File: src/rtl/instruction_fetch_pkg.sv
// Shared definitions for the instruction fetch unit: data width, instruction
// size, PC increment and the buffered {pc, instr} entry type.
package instruction_fetch_pkg;

    localparam int unsigned DATA_BITS   = 32;
    localparam int unsigned INSTR_BYTES = 4;

    // Sequential fetch step in bytes.
    localparam logic [DATA_BITS-1:0] PC_INC = DATA_BITS'(INSTR_BYTES);

    typedef struct packed {
        logic [DATA_BITS-1:0] pc;
        logic [DATA_BITS-1:0] instr;
    } fetch_entry_t;

    // Force a byte address onto an instruction boundary.
    function automatic logic [DATA_BITS-1:0] align_pc(input logic [DATA_BITS-1:0] pc);
        return {pc[DATA_BITS-1:2], 2'b00};
    endfunction

endpackage

File: src/rtl/instruction_fetch_skid_fifo.sv
// Two-entry {pc, instr} buffer between the memory response and decode.
// The head entry lives in its own register so the consumer sees registered data.
module instruction_fetch_skid_fifo
    import instruction_fetch_pkg::*;
(
    input  logic         clk,
    input  logic         rst,
    input  logic         push_i,
    input  fetch_entry_t push_data_i,
    input  logic         pop_i,
    input  logic         flush_i,
    output fetch_entry_t head_o,
    output logic [1:0]   count_o
);

    fetch_entry_t head_q, head_d;
    fetch_entry_t tail_q, tail_d;
    logic [1:0]   count_q, count_d;

    // Next-state: flush wins, otherwise shift on pop and fill the first free slot on push.
    always_comb begin
        head_d  = head_q;
        tail_d  = tail_q;
        count_d = count_q;
        if (flush_i) begin
            count_d = 2'd0;
        end else begin
            case (count_q)
                2'd0: begin
                    if (push_i) begin
                        head_d  = push_data_i;
                        count_d = 2'd1;
                    end
                end
                2'd1: begin
                    if (push_i && pop_i) begin
                        head_d = push_data_i;
                    end else if (push_i) begin
                        tail_d  = push_data_i;
                        count_d = 2'd2;
                    end else if (pop_i) begin
                        count_d = 2'd0;
                    end
                end
                2'd2: begin
                    // Push without pop cannot occur when full: the issue rule stops it.
                    if (pop_i) begin
                        head_d = tail_q;
                        if (push_i) begin
                            tail_d = push_data_i;
                        end else begin
                            count_d = 2'd1;
                        end
                    end
                end
                default: begin
                    count_d = 2'd0;
                end
            endcase
        end
    end

    // State registers with synchronous reset clearing data and occupancy.
    always_ff @(posedge clk) begin
        if (rst) begin
            head_q  <= '0;
            tail_q  <= '0;
            count_q <= 2'd0;
        end else begin
            head_q  <= head_d;
            tail_q  <= tail_d;
            count_q <= count_d;
        end
    end

    assign head_o  = head_q;
    assign count_o = count_q;

endmodule

File: src/rtl/instruction_fetch.sv
// Instruction fetch unit: drives the synchronous-read instruction memory,
// buffers returned words and hands {pc, instruction} to decode over valid/ready.
// Execute redirects flush the buffer and restart fetch at the new target.
// Build option FETCH_BYPASS_EN: when the buffer is empty, the returning memory
// word is presented to decode combinationally, saving one cycle of latency.
module instruction_fetch
    import instruction_fetch_pkg::*;
#(
    parameter int unsigned          ADDR_BITS = 10,
    parameter logic [DATA_BITS-1:0] RESET_PC  = 32'h0000_0000
) (
    input  logic                 clk,
    input  logic                 rst,
    output logic [ADDR_BITS-1:0] im_address,
    input  logic [DATA_BITS-1:0] im_instruction,
    input  logic                 redirect_valid,
    input  logic [DATA_BITS-1:0] redirect_pc,
    output logic                 out_valid,
    input  logic                 out_ready,
    output logic [DATA_BITS-1:0] out_instruction,
    output logic [DATA_BITS-1:0] out_pc
);

    logic [DATA_BITS-1:0] req_pc_q, req_pc_d;
    logic [DATA_BITS-1:0] resp_pc_q, resp_pc_d;
    logic                 resp_valid_q, resp_valid_d;

    logic [DATA_BITS-1:0] target_pc;
    logic [DATA_BITS-1:0] fetch_pc;
    logic [1:0]           count;
    logic [2:0]           next_count;
    fetch_entry_t         head;
    fetch_entry_t         resp_entry;
    logic                 bypass;
    logic                 deq;
    logic                 issue;
    logic                 fifo_push;
    logic                 fifo_pop;

    // Address bits outside the memory window and the byte offset are intentionally dropped.
    logic unused_addr_bits;
    assign unused_addr_bits = ^{fetch_pc[DATA_BITS-1:ADDR_BITS+2], fetch_pc[1:0],
                                redirect_pc[1:0]};

    assign target_pc  = align_pc(redirect_pc);
    assign fetch_pc   = redirect_valid ? target_pc : req_pc_q;
    assign im_address = fetch_pc[ADDR_BITS+1:2];

    assign resp_entry = '{pc: resp_pc_q, instr: im_instruction};

`ifdef FETCH_BYPASS_EN
    assign bypass = (count == 2'd0) && resp_valid_q;
`else
    assign bypass = 1'b0;
`endif

    // Decode-facing outputs: buffer head, or the live memory word when bypassing.
    always_comb begin
        out_valid       = (count != 2'd0) || bypass;
        out_pc          = bypass ? resp_pc_q : head.pc;
        out_instruction = bypass ? im_instruction : head.instr;
    end

    assign deq        = out_valid && out_ready;
    assign next_count = {1'b0, count} + {2'b00, resp_valid_q} - {2'b00, deq};
    assign issue      = (next_count < 3'd2);

    // A bypassed word taken by decode is never written into the buffer.
    assign fifo_push = resp_valid_q && !(bypass && out_ready);
    assign fifo_pop  = deq && !bypass;

    instruction_fetch_skid_fifo u_fifo (
        .clk         (clk),
        .rst         (rst),
        .push_i      (fifo_push),
        .push_data_i (resp_entry),
        .pop_i       (fifo_pop),
        .flush_i     (redirect_valid),
        .head_o      (head),
        .count_o     (count)
    );

    // Request sequencing: redirect restarts at the target, otherwise issue only with room.
    always_comb begin
        req_pc_d     = req_pc_q;
        resp_pc_d    = resp_pc_q;
        resp_valid_d = 1'b0;
        if (redirect_valid) begin
            resp_valid_d = 1'b1;
            resp_pc_d    = target_pc;
            req_pc_d     = target_pc + PC_INC;
        end else if (issue) begin
            resp_valid_d = 1'b1;
            resp_pc_d    = req_pc_q;
            req_pc_d     = req_pc_q + PC_INC;
        end
    end

    // Request state registers; reset drops any in-flight response.
    always_ff @(posedge clk) begin
        if (rst) begin
            req_pc_q     <= RESET_PC;
            resp_pc_q    <= '0;
            resp_valid_q <= 1'b0;
        end else begin
            req_pc_q     <= req_pc_d;
            resp_pc_q    <= resp_pc_d;
            resp_valid_q <= resp_valid_d;
        end
    end

endmodule
File: config.mk
export PLATFORM = sky130hd
export DESIGN_NAME = instruction_fetch
export DESIGN_NICKNAME = d
export VERILOG_FILES = /design/src/rtl/instruction_fetch_pkg.sv /design/src/rtl/instruction_fetch_skid_fifo.sv /design/src/rtl/instruction_fetch.sv
export SDC_FILE = /design/constraint.sdc
export NUM_CORES = 1
export LEC_CHECK = 0
export CORE_MARGIN = 2
export CORE_UTILIZATION = 30
export DETAILED_ROUTE_END_ITERATION = 6
export REMOVE_ABC_BUFFERS = 1
export SYNTH_ARGS = -nofsm -noshare
export SYNTH_HDL_FRONTEND = slang
export SYNTH_HIERARCHICAL = 1
export SYNTH_SLANG_ARGS = --single-unit
File: constraint.sdc
create_clock -name clk -period 4.13 [get_ports clk]
set_input_delay 0.826 -clock clk [delete_from_list [all_inputs] [get_ports clk]]
set_output_delay 0.826 -clock clk [all_outputs]
set_load 0.01 [all_outputs]
==> results.md <==
- CP Max Fanout: 11
- I/O pins: 143
- CTS root buf: clkbuf_16
- Critical Path Source Type: input pin
- Layout cells sized above 1: 11.1%
- Critical path's slowest cell: nor2_1
- Peak supply drop: roughly 0.28 mV
- Power Dens Cells: approximately 360 nW/µm²
- Crit path depth: 11
- Fillers: about 3.3k
- DRT iter0 DRCs: around 450
- Lkg Pwr: around 4.8 nW
- Hold Path Depth: 2
- CP Buf/Inv Count: 3
- Hold Path Origin: u_fifo/tail_q[57]
- Prevailing post-synth register cell: dfxtp_1
- Highest-count cells in the layout ignoring fill and taps: nand2_1, dfxtp_1, clkdlybuf4s50_1, a21oi_1, mux2i_1
- Final Power: around 0.0045 W
- Leading area contributor after synthesis: dfxtp_1
- Final WL: around 26000 µm
- Yosys reg bits: between 150 and 200
- Nets: 1267
- Largest net degree at the start of global routing: 110
- Kind of end point of the critical path: flip-flop
- Vias in the first global route: between 7k and 8k
- First-pass GRT wire length: 41800 µm
- Syn Area/Cell: about 9 µm²
- Sequential share of the synthesized area: 38.5%
- WS Path Type: in2reg
- Fmax: approximately 300 MHz
- FFs w/ async S/R, synth: 0%
- Slew HR: between 15 and 20%
- Sink Count: around 190
- CP max stage delay: about 700 ps
- Period Utilization, post-route: approximately 81%
- Final min period: approximately 3300 ps
- Worst reg2reg path depth: 11
- RSZ-0062 raised after global routing: no
- Fin Hold WS: between 400 and 500 ps
- Hold Violations, Final: 0
- Die Span X: approximately 190 µm
- Synth-to-layout area growth: 23.2%
- Via/cell ratio: roughly 5
- Max-cap check violation count: 0
- Buffers on Ports: 140
- Die area: roughly 35000 µm²
- Ranking of synthesized cells by area: dfxtp_1, o41ai_2, mux2i_1
- WP data arrival: around 3700 ps
- Fin. max-slew vios: 0
- Max Root-Sink Buffers: 2
- Hold Path End: u_fifo/tail_q[57]
- Post-synth EDFFs: 0
- Initial antenna violation count: 1
- Area share of the largest cell type after synthesis: about two fifths
- CP dominant cell by count: nor2_1
- Total iterations of the first detailed-routing run: 5
- Cts hold-fix bufs: 0
- Die Span Y: 186 µm
- CTS Buf Count: 17
- Standard-cell rows: 66
- TritonCTS clock tree: done
- DRC viols: 0
- Routability Congestion: 0.799
- Final ANT Viol Nets: 0
- Worst min-delay path class: reg2reg
- Worst reg2reg startpoint: u_fifo/count_o[1]
- Drt wl/cell: about 16 µm
- Req. time, crit path: 4480 ps
- Cell variety after synth: 63
- Dpl hpwl: about 16000 µm
- Starting Density: a little under a third
- CP delay by family, top: simple AND/OR/NAND/NOR gates
- Mapped cell area: 9940 µm²
- GRT Total Usage: between 15 and 20%
- Synth warn: 6
- Final Worst Setup Slack: approximately 790 ps
- Critical path, cell by cell: clkdlybuf4s50_1, and2_1, ha_1, inv_1, fa_1, xor2_1, nor2b_1, nor2_1, buf_4, nor2_1, nor3_1
- Clock slew at reported path FFs: around 70 ps
- Skew final: ~11 ps
- Final setup viols: 0
- Slew @ Worst Pin: about 1200 ps
- Via Count: between 8k and 9k
- Post-placement worst setup slack: 326 ps
- Status: finished, final reports clean
- R2R setup slack: ~800 ps
- Worst skew pair latency: between 400 and 500 ps
- Postcts setup bufs: 0
- PostCTS Resize Cnt: 0
- CTS H-tree lvls: 4
- RR Endpoint: resp_pc_q[2]
- GRT overflow: 0
- Core area: between 30000 and 40000 µm²
- Cell count after synthesis: around 1.1k
- Setup TNS: 0 ps
## power by group
| part | internal (W) | total (W) | switching [W] |
|---|---|---|---|
| logic | 0.000289 | 0.000662 | 0.000373 |
| clock network | 0.00103 | 0.00180 | 0.000773 |
| registers | 0.00193 | 0.00199 | 0.0000640 |
| total | 0.00324 | 0.00445 | 0.00121 |
## how the worst max path moves through the flow
stage	slack (ps)	endpoint	start
2_1_floorplan	-1520	u_fifo/head_o[16]	out_ready
3_5_place_dp	330	req_pc_q[6]	out_ready
4_1_cts	790	req_pc_q[8]	u_fifo/count_o[1]
6_report	790	resp_pc_q[2]	out_ready
3_3_place_gp	380	req_pc_q[28]	out_ready
5_1_grt	560	resp_pc_q[2]	out_ready
## synth_stat cells, drive strengths merged (3+ instances only)
cell type	instances
a211oi	25
a21o	3
a21oi	89
a22oi	3
a311oi	6
and2	3
buf	60
clkbuf	48
dfxtp	191
inv	13
mux2i	83
nand2	192
nand2b	6
nand3	24
nand3b	11
nand4	10
nand4b	8
nor2	45
nor2b	71
nor3	18
nor3b	4
nor4	3
o21a	4
o21ai	72
o22ai	8
o41ai	64
or4	4
xnor2	21
xor2	12
## area by class of cell
type | count | area (µm²) | share of cell area (%)
clock buffers | 17 | 425 | 3.47
clock inverters | 14 | 205 | 1.68
multi-input cells | 814 | 5520 | 45.1
inverters | 13 | 48.8 | 0.398
well taps | 442 | 553 | 4.52
repair buffers | 159 | 1670 | 13.6
diodes | 1 | 2.50 | 0.0204
flip-flops and latches | 191 | 3820 | 31.2
## logic make-up after synthesis
family	count (synthesis)	share of synthesized area, %
multiplexers	85	8.59
other	1	0.0377
AND/OR/NAND/NOR	406	20.3
buffers and inverters	121	6.22
flip-flops	191	38.5
AO/OA/AOI/OAI	283	23.0
XOR/XNOR	33	2.91
adder cells (fa/ha/maj)	3	0.453
## worst min-delay path, delay by kind of cell (launching register included)
family	cells	cell delay [ps]
AOI/OAI and AO/OA	1	50
and+or+nand+nor	1	50
DFF	1	310
## state kept, by name, indices dropped and copies added, names as in the netlist
register        cells
fifo_push           1
req_pc_q           30
u_fifo/count_o      2
resp_pc_q          30
u_fifo/head_o      64
u_fifo/tail_q      64
## through the flow
| stage | instance area (µm²) | util (%) | instances |
|---|---|---|---|
| after floorplan | 9380 | - | 1018 |
| after global placement | 11600 | 35.6 | 1619 |
| after detailed placement | 11600 | 35.6 | 1619 |
| after CTS | 12200 | 37.5 | 1650 |
| after global routing | 12200 | 37.5 | 1650 |
| final | 12200 | 37.5 | 1651 |
## layer usage
layer | up-vias | part of all wire, % | track usage, %
met2 | 171 | 45 | 23.9
met1 | 3973 | 51 | 21.4
met4 | 0 | 0.65 | 3.18
li1 | 4115 | - | -
met3 | 15 | 4.0 | 2.66
met5 | - | 0 | 0
Power figures use the tool's default switching activity.
